### src/rtl/game_pkg.sv
// Shared encodings for the battle controller: key codes, page codes, opcodes,
// move directions and the player-instruction packing helper.
package game_pkg;

    typedef enum logic [3:0] {
        KEY_IDLE  = 4'd0,
        KEY_W     = 4'd1,
        KEY_A     = 4'd2,
        KEY_S     = 4'd3,
        KEY_D     = 4'd4,
        KEY_J     = 4'd5,
        KEY_K     = 4'd6,
        KEY_L     = 4'd7,
        KEY_SPACE = 4'd8
    } key_e;

    typedef enum logic [3:0] {
        PG_MENU   = 4'h1,
        PG_WIN    = 4'h2,
        PG_DODGE  = 4'h9,
        PG_ATTACK = 4'hA,
        PG_ACTION = 4'hB
    } page_e;

    typedef enum logic [3:0] {
        OP_NOP = 4'd0,
        OP_HPY = 4'd1,
        OP_DPY = 4'd2,
        OP_IDG = 4'd3,
        OP_SDG = 4'd4,
        OP_MOV = 4'd5,
        OP_SHP = 4'd6
    } op_e;

    typedef enum logic [1:0] {
        SEL_FIGHT = 2'd0,
        SEL_ITEM  = 2'd1,
        SEL_SKIP  = 2'd2,
        SEL_FLEE  = 2'd3
    } sel_e;

    localparam logic [7:0] DIR_UP    = 8'd0;
    localparam logic [7:0] DIR_LEFT  = 8'd1;
    localparam logic [7:0] DIR_DOWN  = 8'd2;
    localparam logic [7:0] DIR_RIGHT = 8'd3;

    function automatic logic [15:0] pack_instr(input op_e op, input logic [7:0] arg);
        return {op, arg, 4'h0};
    endfunction

endpackage

### src/rtl/turn_timer.sv
// Turn timer: synchronous clear, count enable and a terminal-count compare
// that flags the last cycle of a turn.
module turn_timer #(
    parameter int unsigned TMR_W = 16
) (
    input  logic             clk,
    input  logic             rst_n,
    input  logic             i_clear,
    input  logic             i_en,
    input  logic [TMR_W-1:0] i_tc,
    output logic             o_expire
);

    logic [TMR_W-1:0] r_count;

    always_ff @(posedge clk or negedge rst_n) begin
        if (!rst_n) begin
            r_count <= '0;
        end else if (i_clear) begin
            r_count <= '0;
        end else if (i_en) begin
            r_count <= r_count + 1'b1;
        end
    end

    assign o_expire = i_en && (r_count == i_tc);

endmodule

### src/rtl/battle_controller.sv
// Battle page/turn sequencer: menu navigation, timed dodge/attack turns,
// limited heal inventory and saturating monster-damage tracking.
module battle_controller
    import game_pkg::*;
#(
    parameter int unsigned HP_W       = 8,
    parameter int unsigned MON_HP_MAX = 100,
    parameter int unsigned HEAL_AMT   = 10,
    parameter int unsigned ITEM_COUNT = 3,
    parameter int unsigned DODGE_CYC  = 1000,
    parameter int unsigned ATK_CYC    = 500,
    parameter int unsigned TMR_W      = 16
) (
    input  logic            clk,
    input  logic            rst_n,
    input  logic [3:0]      key,
    input  logic            is_death,
    input  logic            atk_pass,
    input  logic [HP_W-1:0] dmg_mon,
    input  logic            dmg_complete,
    input  logic [7:0]      damage,
    input  logic            heal,
    output logic [7:0]      state,
    output logic [15:0]     player_instr,
    output logic            is_move,
    output logic            start_dmg,
    output logic [HP_W-1:0] mon_hp,
    output logic [3:0]      items_left
);

    localparam logic [3:0]       ITEMS_INIT = 4'(ITEM_COUNT);
    localparam logic [7:0]       HEAL8      = 8'(HEAL_AMT);
    localparam logic [HP_W-1:0]  HP_LIMIT   = HP_W'(MON_HP_MAX);
    localparam logic [TMR_W-1:0] DODGE_TC   = TMR_W'(DODGE_CYC - 1);
    localparam logic [TMR_W-1:0] ATK_TC     = TMR_W'(ATK_CYC - 1);

    page_e          r_page;
    logic [1:0]     r_sel;
    logic [3:0]     r_key_q;

    logic           w_press;
    logic           w_in_dodge;
    logic           w_in_atk;
    logic           w_expire;
    logic           w_tmr_clear;
    logic [TMR_W-1:0] w_tc;
    logic [HP_W:0]  w_hp_sum;
    logic [HP_W-1:0] w_hp_sat;
    logic [1:0]     w_sel_dec;
    logic [1:0]     w_sel_inc;
    logic           w_dir_valid;
    logic [7:0]     w_dir;

    assign w_press    = (key != KEY_IDLE) && (key != r_key_q);
    assign w_in_dodge = (r_page == PG_DODGE);
    assign w_in_atk   = (r_page == PG_ATTACK);
    assign w_sel_dec  = r_sel - 2'd1;
    assign w_sel_inc  = r_sel + 2'd1;
    assign w_tc       = w_in_dodge ? DODGE_TC : ATK_TC;

    // Timer sits at zero outside timed turns and is cleared on every exit,
    // so each DODGE/ATTACK entry starts counting from zero.
    assign w_tmr_clear = !(w_in_dodge || w_in_atk) || w_expire
                       || (w_in_atk && atk_pass) || (w_in_dodge && is_death);

    assign w_hp_sum = {1'b0, mon_hp} + {1'b0, dmg_mon};
    assign w_hp_sat = w_hp_sum[HP_W] ? '1 : w_hp_sum[HP_W-1:0];

    always_comb begin
        w_dir_valid = 1'b1;
        w_dir       = DIR_UP;
        case (key)
            KEY_W:   w_dir = DIR_UP;
            KEY_A:   w_dir = DIR_LEFT;
            KEY_S:   w_dir = DIR_DOWN;
            KEY_D:   w_dir = DIR_RIGHT;
            default: w_dir_valid = 1'b0;
        endcase
    end

    turn_timer #(
        .TMR_W (TMR_W)
    ) u_turn_timer (
        .clk      (clk),
        .rst_n    (rst_n),
        .i_clear  (w_tmr_clear),
        .i_en     (w_in_dodge || w_in_atk),
        .i_tc     (w_tc),
        .o_expire (w_expire)
    );

    always_ff @(posedge clk or negedge rst_n) begin
        if (!rst_n) begin
            r_key_q <= '0;
        end else begin
            r_key_q <= key;
        end
    end

    always_ff @(posedge clk or negedge rst_n) begin
        if (!rst_n) begin
            r_page       <= PG_MENU;
            r_sel        <= '0;
            state        <= {PG_MENU, 4'h0};
            player_instr <= '0;
            is_move      <= 1'b0;
            start_dmg    <= 1'b0;
            mon_hp       <= '0;
            items_left   <= ITEMS_INIT;
        end else begin
            is_move   <= 1'b0;
            start_dmg <= 1'b0;
            case (r_page)
                PG_MENU: begin
                    state <= {PG_MENU, 4'h0};
                    if (w_press && key == KEY_SPACE) begin
                        r_page     <= PG_ACTION;
                        r_sel      <= '0;
                        state      <= {PG_ACTION, 4'h0};
                        mon_hp     <= '0;
                        items_left <= ITEMS_INIT;
                    end
                end
                PG_ACTION: begin
                    state <= {PG_ACTION, 2'b00, r_sel};
                    if (w_press) begin
                        case (key)
                            KEY_A: begin
                                r_sel <= w_sel_dec;
                                state <= {PG_ACTION, 2'b00, w_sel_dec};
                            end
                            KEY_D: begin
                                r_sel <= w_sel_inc;
                                state <= {PG_ACTION, 2'b00, w_sel_inc};
                            end
                            KEY_J: begin
                                case (r_sel)
                                    SEL_FIGHT: begin
                                        r_page <= PG_ATTACK;
                                        state  <= {PG_ATTACK, 4'h0};
                                    end
                                    SEL_ITEM: begin
                                        if (items_left != 4'd0) begin
                                            player_instr <= pack_instr(OP_HPY, HEAL8);
                                            start_dmg    <= 1'b1;
                                            items_left   <= items_left - 4'd1;
                                            r_page       <= PG_DODGE;
                                            state        <= {PG_DODGE, 4'h0};
                                        end
                                    end
                                    SEL_SKIP: begin
                                        r_page <= PG_DODGE;
                                        state  <= {PG_DODGE, 4'h0};
                                    end
                                    SEL_FLEE: begin
                                        r_page <= PG_MENU;
                                        state  <= {PG_MENU, 4'h0};
                                    end
                                endcase
                            end
                            default: ;
                        endcase
                    end
                end
                PG_DODGE: begin
                    state <= {PG_DODGE, 4'h0};
                    if (is_death) begin
                        r_page <= PG_MENU;
                        state  <= {PG_MENU, 4'h0};
                    end else begin
                        if (dmg_complete) begin
                            player_instr <= heal ? pack_instr(OP_HPY, HEAL8)
                                                 : pack_instr(OP_DPY, damage);
                            start_dmg    <= 1'b1;
                        end else if (w_dir_valid) begin
                            player_instr <= pack_instr(OP_MOV, w_dir);
                            is_move      <= 1'b1;
                        end else begin
                            player_instr <= '0;
                        end
                        if (w_expire) begin
                            r_page <= PG_ACTION;
                            state  <= {PG_ACTION, 2'b00, r_sel};
                        end
                    end
                end
                PG_ATTACK: begin
                    state <= {PG_ATTACK, 4'h0};
                    if (atk_pass) begin
                        mon_hp <= w_hp_sat;
                        if (w_hp_sat > HP_LIMIT) begin
                            r_page <= PG_WIN;
                            state  <= {PG_WIN, 4'h0};
                        end else begin
                            r_page <= PG_DODGE;
                            state  <= {PG_DODGE, 4'h0};
                        end
                    end else if (w_expire) begin
                        r_page <= PG_DODGE;
                        state  <= {PG_DODGE, 4'h0};
                    end
                end
                PG_WIN: begin
                    state        <= {PG_WIN, 4'h0};
                    player_instr <= '0;
                    if (w_press && key == KEY_SPACE) begin
                        r_page <= PG_MENU;
                        state  <= {PG_MENU, 4'h0};
                    end
                end
                default: begin
                    r_page <= PG_MENU;
                    state  <= {PG_MENU, 4'h0};
                end
            endcase
        end
    end

endmodule
### config.mk
export PLATFORM = sky130hd
export DESIGN_NAME = battle_controller
export DESIGN_NICKNAME = d
export VERILOG_FILES = /design/src/rtl/game_pkg.sv /design/src/rtl/turn_timer.sv /design/src/rtl/battle_controller.sv
export SDC_FILE = /design/constraint.sdc
export NUM_CORES = 1
export LEC_CHECK = 0
export CORE_MARGIN = 5
export CORE_UTILIZATION = 52
export CTS_CLUSTER_DIAMETER = 120
export CTS_CLUSTER_SIZE = 40
export DETAILED_ROUTE_END_ITERATION = 10
export PLACE_DENSITY_LB_ADDON = 0.3
export REMOVE_ABC_BUFFERS = 1
export SYNTH_ARGS = -nofsm -noshare
export SYNTH_HDL_FRONTEND = slang
export SYNTH_SLANG_ARGS = --single-unit
### constraint.sdc
create_clock -name clk -period 2.73 [get_ports clk]
set_input_delay 0.273 -clock clk [delete_from_list [all_inputs] [get_ports clk]]
set_output_delay 0.273 -clock clk [all_outputs]
set_load 0.02 [all_outputs]
==> impl_metrics.csv <==
group,metric,value,unit
outcome,status,"complete, no violations",
power,ir_drop,0.393,mV
cts,root_buffer,"clkbuf_8",
cts,post_cts_buffers,0,
cts,cts_made_buffers,5,
cells_and_area,layout-drive-gt1-share,10.1,%
timing,hold_slack,0.0715,ns
cells_and_area,fillers,549,
detailed_routing,viasPerCell,5.65,
cts,cts_resized,0,
synthesis,synth-seq-cells,55,
worst_setup_path,startpoint,"mon_hp[0]$_DFFE_PN0P_",
detailed_routing,drtAntennaViolNets,0,
die,core_area,0.00631,mm²
synthesis,syn_area,0.00335,mm²
synthesis,synth_top_area_share,38.1,%
synthesis,syn_avg_cell_area,9.35,µm²
synthesis,yosysTopAreaCell,"dfrtp_1",
timing,finClkSkew,0.0147,ns
worst_setup_path,critical_path_required,2.97,ns
worst_hold_path,hp-class,"primary input to asynchronous set/reset pin",
global_route,grt_overflow,0,
power,power.density,529,mW/mm²
worst_setup_path,startpoint_type,"flip-flop",
die,die_y,90.2,µm
global_route,antenna_found_initial,0,
cts,cts_hold_buf,0,
synthesis,syn_inst,358,
timing,setup_viol,0,
timing,worstMarginPinSlew,0.690,ns
die,fp.dieArea,0.00814,mm²
timing,slew_headroom,54.0,%
cells_and_area,antenna_cells,0,
die,die_x,90.2,µm
cts,clock_latency,0.31,ns
die,io_pins,64,
timing,period_share,91.4,%
timing,period_needed,2.49,ns
detailed_routing,vias,2844,
timing,max_freq,401,MHz
timing,tns,0,ns
cells_and_area,nets,466,
cts,clockBufferDepth,2,
timing,hold_viol_final,0,
flow_run,cap_violations,0,
global_route,grt_pass1_wl,12.8,mm
worst_setup_path,ff2ff_setup_slack,0.24,ns
synthesis,synthFlopType,"dfrtp_1",
worst_setup_path,crit_end,"state[4]$_DFF_PN1_",
worst_setup_path,crit_path_end_kind,"flip-flop",
worst_setup_path,r2r_end,"state[4]$_DFF_PN1_",
power,leakagePower,1.83,nW
global_route,grt.total_usage,18.5,%
cts,h-tree-depth,2,
synthesis,synth.distinct_cells,64,
detailed_routing,first_pass_iters,4,
synthesis,synth_edf_count,0,
cts,clock_sinks,55,
synthesis,ys_warn_count,0,
die,initial_utilization,53.0,%
worst_setup_path,rr_startpoint,"mon_hp[0]$_DFFE_PN0P_",
detailed_routing,wl_per_cell,14.8,µm
cells_and_area,syn_to_final_growth,23.2,%
cts,path_clk_slew,0.11,ns
detailed_routing,drt-total-wl,7.43,mm
timing,rsz0062_at_grt,"no",
global_route,grt_pass1_vias,2811,
worst_setup_path,worstRegToRegCells,11,
synthesis,ys_seq_area_share,41.3,%
placed_design,placed_area,0.00403,mm²
detailed_routing,drc,0,
placed_design,io_buffer_count,55,
worst_setup_path,arrival,2.73,ns
detailed_routing,drtIter0Drc,130,
cells_and_area,stdcell_area,0.00412,mm²
worst_setup_path,timing_worst_setup_path_type,"flip-flop to flip-flop",
die,rows,29,
placed_design,gp_congestion,0.919,
worst_setup_path,critPathMaxFanout,3,
cts,cts_tree,"yes",
timing,slew_violations,0,
placed_design,dp_hpwl,5.56,mm
synthesis,synthTopCellsByArea,"dfrtp_1 (38%), ha_1 (5.2%), nor2_1 (4.9%)",
global_route,grt_max_degree,56,
synthesis,synth-async-reset-ratio,100,%
critical path: stages (launching register included):
cell,delay (ns)
dfrtp_1,0.41
ha_1,0.22
fa_1,0.39
a211oi_1,0.25
buf_4,0.15
o21a_1,0.11
nor3_1,0.05
nor4_1,0.29
buf_4,0.16
o31ai_1,0.07
buf_4,0.15
o2111ai_1,0.18
through the flow:
step	power, W	utilization [%]	setup slack, ns	instances
2_1_floorplan	0.00139	-	0.138	343
3_3_place_gp	0.00171	63.8	-0.0245	495
3_5_place_dp	0.00173	63.8	-0.0370	495
4_1_cts	0.00220	65.3	0.227	503
5_1_grt	0.00231	65.3	0.0102	503
6_report	0.00218	65.3	0.236	503
power by group:
part           switching (W)  internal [W]  leakage, nW  total, W
Sequential         0.0000916      0.000917        0.733   0.00101
Combinational       0.000383      0.000322         1.05  0.000704
Clock               0.000259      0.000209       0.0484  0.000468
routing by layer:
layer,vias to the layer above,track usage [%],routed length (µm),part of all wire (%)
li1,1403,-,-,-
met2,66,31.3,3640,49
met4,0,4.47,91,1.2
met5,-,0,0,0
met1,1364,23.8,3360,45
met3,11,4.51,339,4.6
final cells by class:
class,instances,area (µm²),area share [%]
multi-input cells,279,1820,44.1
flip-flops and latches,55,1380,33.5
repair buffers,75,696,16.9
well taps,77,96.3,2.34
clock buffers,7,86.3,2.09
inverters,9,33.8,0.820
clock inverters,1,8.76,0.213
cells in the final DEF (no fill, tap or decap), drive strengths merged, types with 3 or more instances in the layout:
| cell | instances |
|---|---|
| clkdlybuf4s50 | 54 |
| dfrtp | 51 |
| nor2 | 44 |
| nand2 | 28 |
| buf | 21 |
| a21oi | 17 |
| xor2 | 17 |
| o21ai | 16 |
| ha | 14 |
| nand3 | 12 |
| nor3 | 12 |
| nor4 | 11 |
| xnor2 | 10 |
| inv | 9 |
| a21o | 9 |
| conb | 8 |
| nand2b | 7 |
| a22o | 7 |
| clkbuf | 7 |
| and3 | 6 |
| nor3b | 4 |
| nand3b | 4 |
| dfstp | 4 |
| or4 | 3 |
| o31ai | 3 |
| a211oi | 3 |
| a31oi | 3 |
| o21a | 3 |
| or3 | 3 |
Yosys cell counts (all sizes together) (4+ instances only):
cell type,instances
ha,14
a22o,7
clkbuf,7
and3,6
nor4,11
nand3b,4
buf,15
nand3,12
nand2b,7
nor2,44
a21oi,17
nor3b,4
inv,9
o21ai,16
nand2,28
xnor2,10
nor3,12
xor2,17
dfrtp,51
a21o,9
dfstp,4
logic make-up after synthesis:
family,count (synthesis),synth area share (%)
flops,55,41.3
mux,4,1.27
xor+xnor,27,7.29
simple gates,145,23.0
other cells,1,0.112
fa+ha+maj,15,5.83
compound gates,80,16.1
buf+inv,31,5.12
sequential cells by signal (all words and copies together), names as in the netlist:
signal and count:
u_turn_timer.r_count 16, is_move 1, items_left 4, state 5, player_instr 11, r_key_q 4
mon_hp 8, r_page 3, start_dmg 1, r_sel 2
worst min path at each step:
stage                     start                              endpoint  slack, ns  cells past startpoint
after floorplan           rst_n                     is_move$_DFF_PN0_      -0.02                      0
after detailed placement  rst_n  u_turn_timer.r_count[13]$_DFFE_PN0P_       0.45                      2
after global placement    rst_n  u_turn_timer.r_count[14]$_DFFE_PN0P_       0.44                      2
after CTS                 rst_n  u_turn_timer.r_count[12]$_DFFE_PN0P_       0.11                      2
after global routing      rst_n  u_turn_timer.r_count[12]$_DFFE_PN0P_       0.15                      2
final                     rst_n  u_turn_timer.r_count[12]$_DFFE_PN0P_       0.07                      2
Note: power is estimated with default switching activity, not from simulation.
==> patch (config.mk and constraints unchanged) <==
Make the reset (`rst_n`) synchronous in 3 clocked blocks.
--- a/src/rtl/turn_timer.sv
+++ b/src/rtl/turn_timer.sv
@@ -15,3 +15,3 @@
 
-    always_ff @(posedge clk or negedge rst_n) begin
+    always_ff @(posedge clk) begin
         if (!rst_n) begin
--- a/src/rtl/battle_controller.sv
+++ b/src/rtl/battle_controller.sv
@@ -91,3 +91,3 @@
 
-    always_ff @(posedge clk or negedge rst_n) begin
+    always_ff @(posedge clk) begin
         if (!rst_n) begin
@@ -99,3 +99,3 @@
 
-    always_ff @(posedge clk or negedge rst_n) begin
+    always_ff @(posedge clk) begin
         if (!rst_n) begin
Function: differs if rst_n is asserted again (counterexample within 4 cycles, from zero or initial values and one cycle with rst_n low); with rst_n held inactive, the same outputs for 4 cycles.
==> patch against the unedited design <==
- largest power group unchanged
- clock skew is 0.0048 ns lower
- critical path type is now input pin to flop
- synthesized cell count is 13% higher
- sequential cell count stayed put
- sequential share of layout area is 7.1 points lower
- critical endpoint is now r_page[1]
- first-iteration DRC count is 56% higher
- power is 10% lower
- synthesized area is 1.2% lower
- global-route usage is 0.71 points higher
- count of clock-buffer cells in the layout is 1 lower
- final area is 1.0% higher
- wire length is 8.6% higher
- setup slack worse by 0.14 ns
==> patch: results (changes against the unedited design) <==
Final #Nets -> 520 (+12%)
Clock Power Share -> 0.265 (+0.050)
Clk_skew -> 0.00986 ns (-0.00484 ns)
Multi-input gate count -> 322 (+15%)
Post-synthesis adder-cell area fraction -> 0.0590 (+0.000684)
Vias per inst -> 5.69 (+0.62%)
Hpwl dp -> 6240 µm (+12%)
Place WS -> -0.265 ns (-0.228 ns)
Post-Synth XOR/XNOR Area -> 0.0689 (-0.00406)
Gr usage total -> 0.192 (+0.00709)
Clock buf/inv share -> 0.0246 (+0.00157)
Starting DRT DRC Count -> 203 (+56%)
Synth unique cells -> 63 (-1.6%)
Asr flop ratio synth -> 0 (-1.00)
FILL cells -> 515 (-6.2%)
Vias in the first global route -> 3054 (+8.6%)
Status -> complete, no violations
End-of-flow core utilization -> 0.663 (+0.0106)
Post-DP Area -> 4060 µm² (+0.75%)
Worst hold path type -> flop to flop
Sequential Area -> 1100 µm² (-20%)
Die ar. -> 8050 µm² (-1.0%)
Mux share of post-synthesis cell area -> 0.00946 (-0.00326)
Tot Pwr -> 1.96 mW (-10%)
Placer Congestion -> 0.853 (-7.2%)
Inverters -> 10 (+1)
Wire length after detailed routing -> 8070 µm (+8.6%)
Synth Flop Type -> dfxtp_1
Largest net degree at the start of global routing -> 24 (-57%)
Grt met3 use -> 0.0442 (-0.000835)
Max FO, Critical Path -> 3 (unchanged)
Ratio of cells with drive above 1 in the final layout -> 0.100 (-0.000730)
GR Util met2 -> 0.335 (+0.0220)
Fraction of area in multi-input gates -> 0.492 (+0.0511)
Worst R2R Start -> mon_hp[0]
Top flop regs -> u_turn_timer.r_count (16), player_instr (11), mon_hp (8)
Setup slack, reg-to-reg -> 0.16 ns (-0.08 ns)
Leakage -> 1.61 nW (-12%)
Min Hold Slack -> 0.460 ns (+0.388 ns)
Data buffer area share -> 0.186 (+0.0175)
CP startpoint -> dmg_mon[0]
Peak VDD IR -> 0.299 mV (-24%)
Reg2Reg Depth -> 9 (-2)
Commonest cells post-synth -> 55 x dfxtp_1, 42 x nand2_1, 38 x nor2_1, 35 x a21oi_1, 24 x nand3_1
Crit path to -> r_page[1]
Non-CTS buffers -> 85 (+13%)
# clk buffers -> 6 (-1)
Switching pwr -> 0.586 mW (-20%)
Sequential cell count -> 55 (unchanged)
GRT met1 Usage -> 0.237 (-0.00114)
Sequential fraction of the synthesis area -> 0.333 (-0.0799)
First-pass GRT wire length -> 13500 µm (+5.7%)
CTS clk-pin slew, worst paths -> 0.09 ns (-0.02 ns)
Mapped Cells -> 406 (+13%)
Synth top area cells -> dfxtp_1 33%, a21oi_1 5.3%, ha_1 5.3%, nand2_1 4.8%, xor2_1 4.8%
Sequential Power -> 0.885 mW (-12%)
Slew at the pin closest to its max-slew limit -> 0.759 ns (+0.0696 ns)
Compound-cell area share of the yosys netlist -> 0.194 (+0.0325)
[patch: changes by cell type after synthesis, moves of 5 or more]
| cell | before | now |
|---|---|---|
| dfxtp_1 | 0 | 55 |
| dfrtp_1 | 51 | 0 |
| a21oi_1 | 17 | 35 |
| nand2_1 | 28 | 42 |
| nand3_1 | 12 | 24 |
| nor2b_1 | 1 | 9 |
| a22o_1 | 7 | 0 |
| and2_1 | 0 | 7 |
| nor4_1 | 8 | 1 |
| nor2_1 | 44 | 38 |
| a21o_1 | 9 | 4 |
[patch: critical path, cell delays in order]
cell and delay [ns]:
clkdlybuf4s50_1 0.40, ha_1 0.23, fa_1 0.40, a211o_1 0.29
a21oi_1 0.16, o211ai_1 0.12, o311ai_0 0.35, buf_4 0.18
nand2_1 0.08, a311o_1 0.33
[patch: metal layers]
layer / up-vias / routed length, µm
met3: 15 / 478
met4: 0 / 102
met1: 1482 / 3630
met5: - / 0
met2: 86 / 3860
li1: 1580 / -
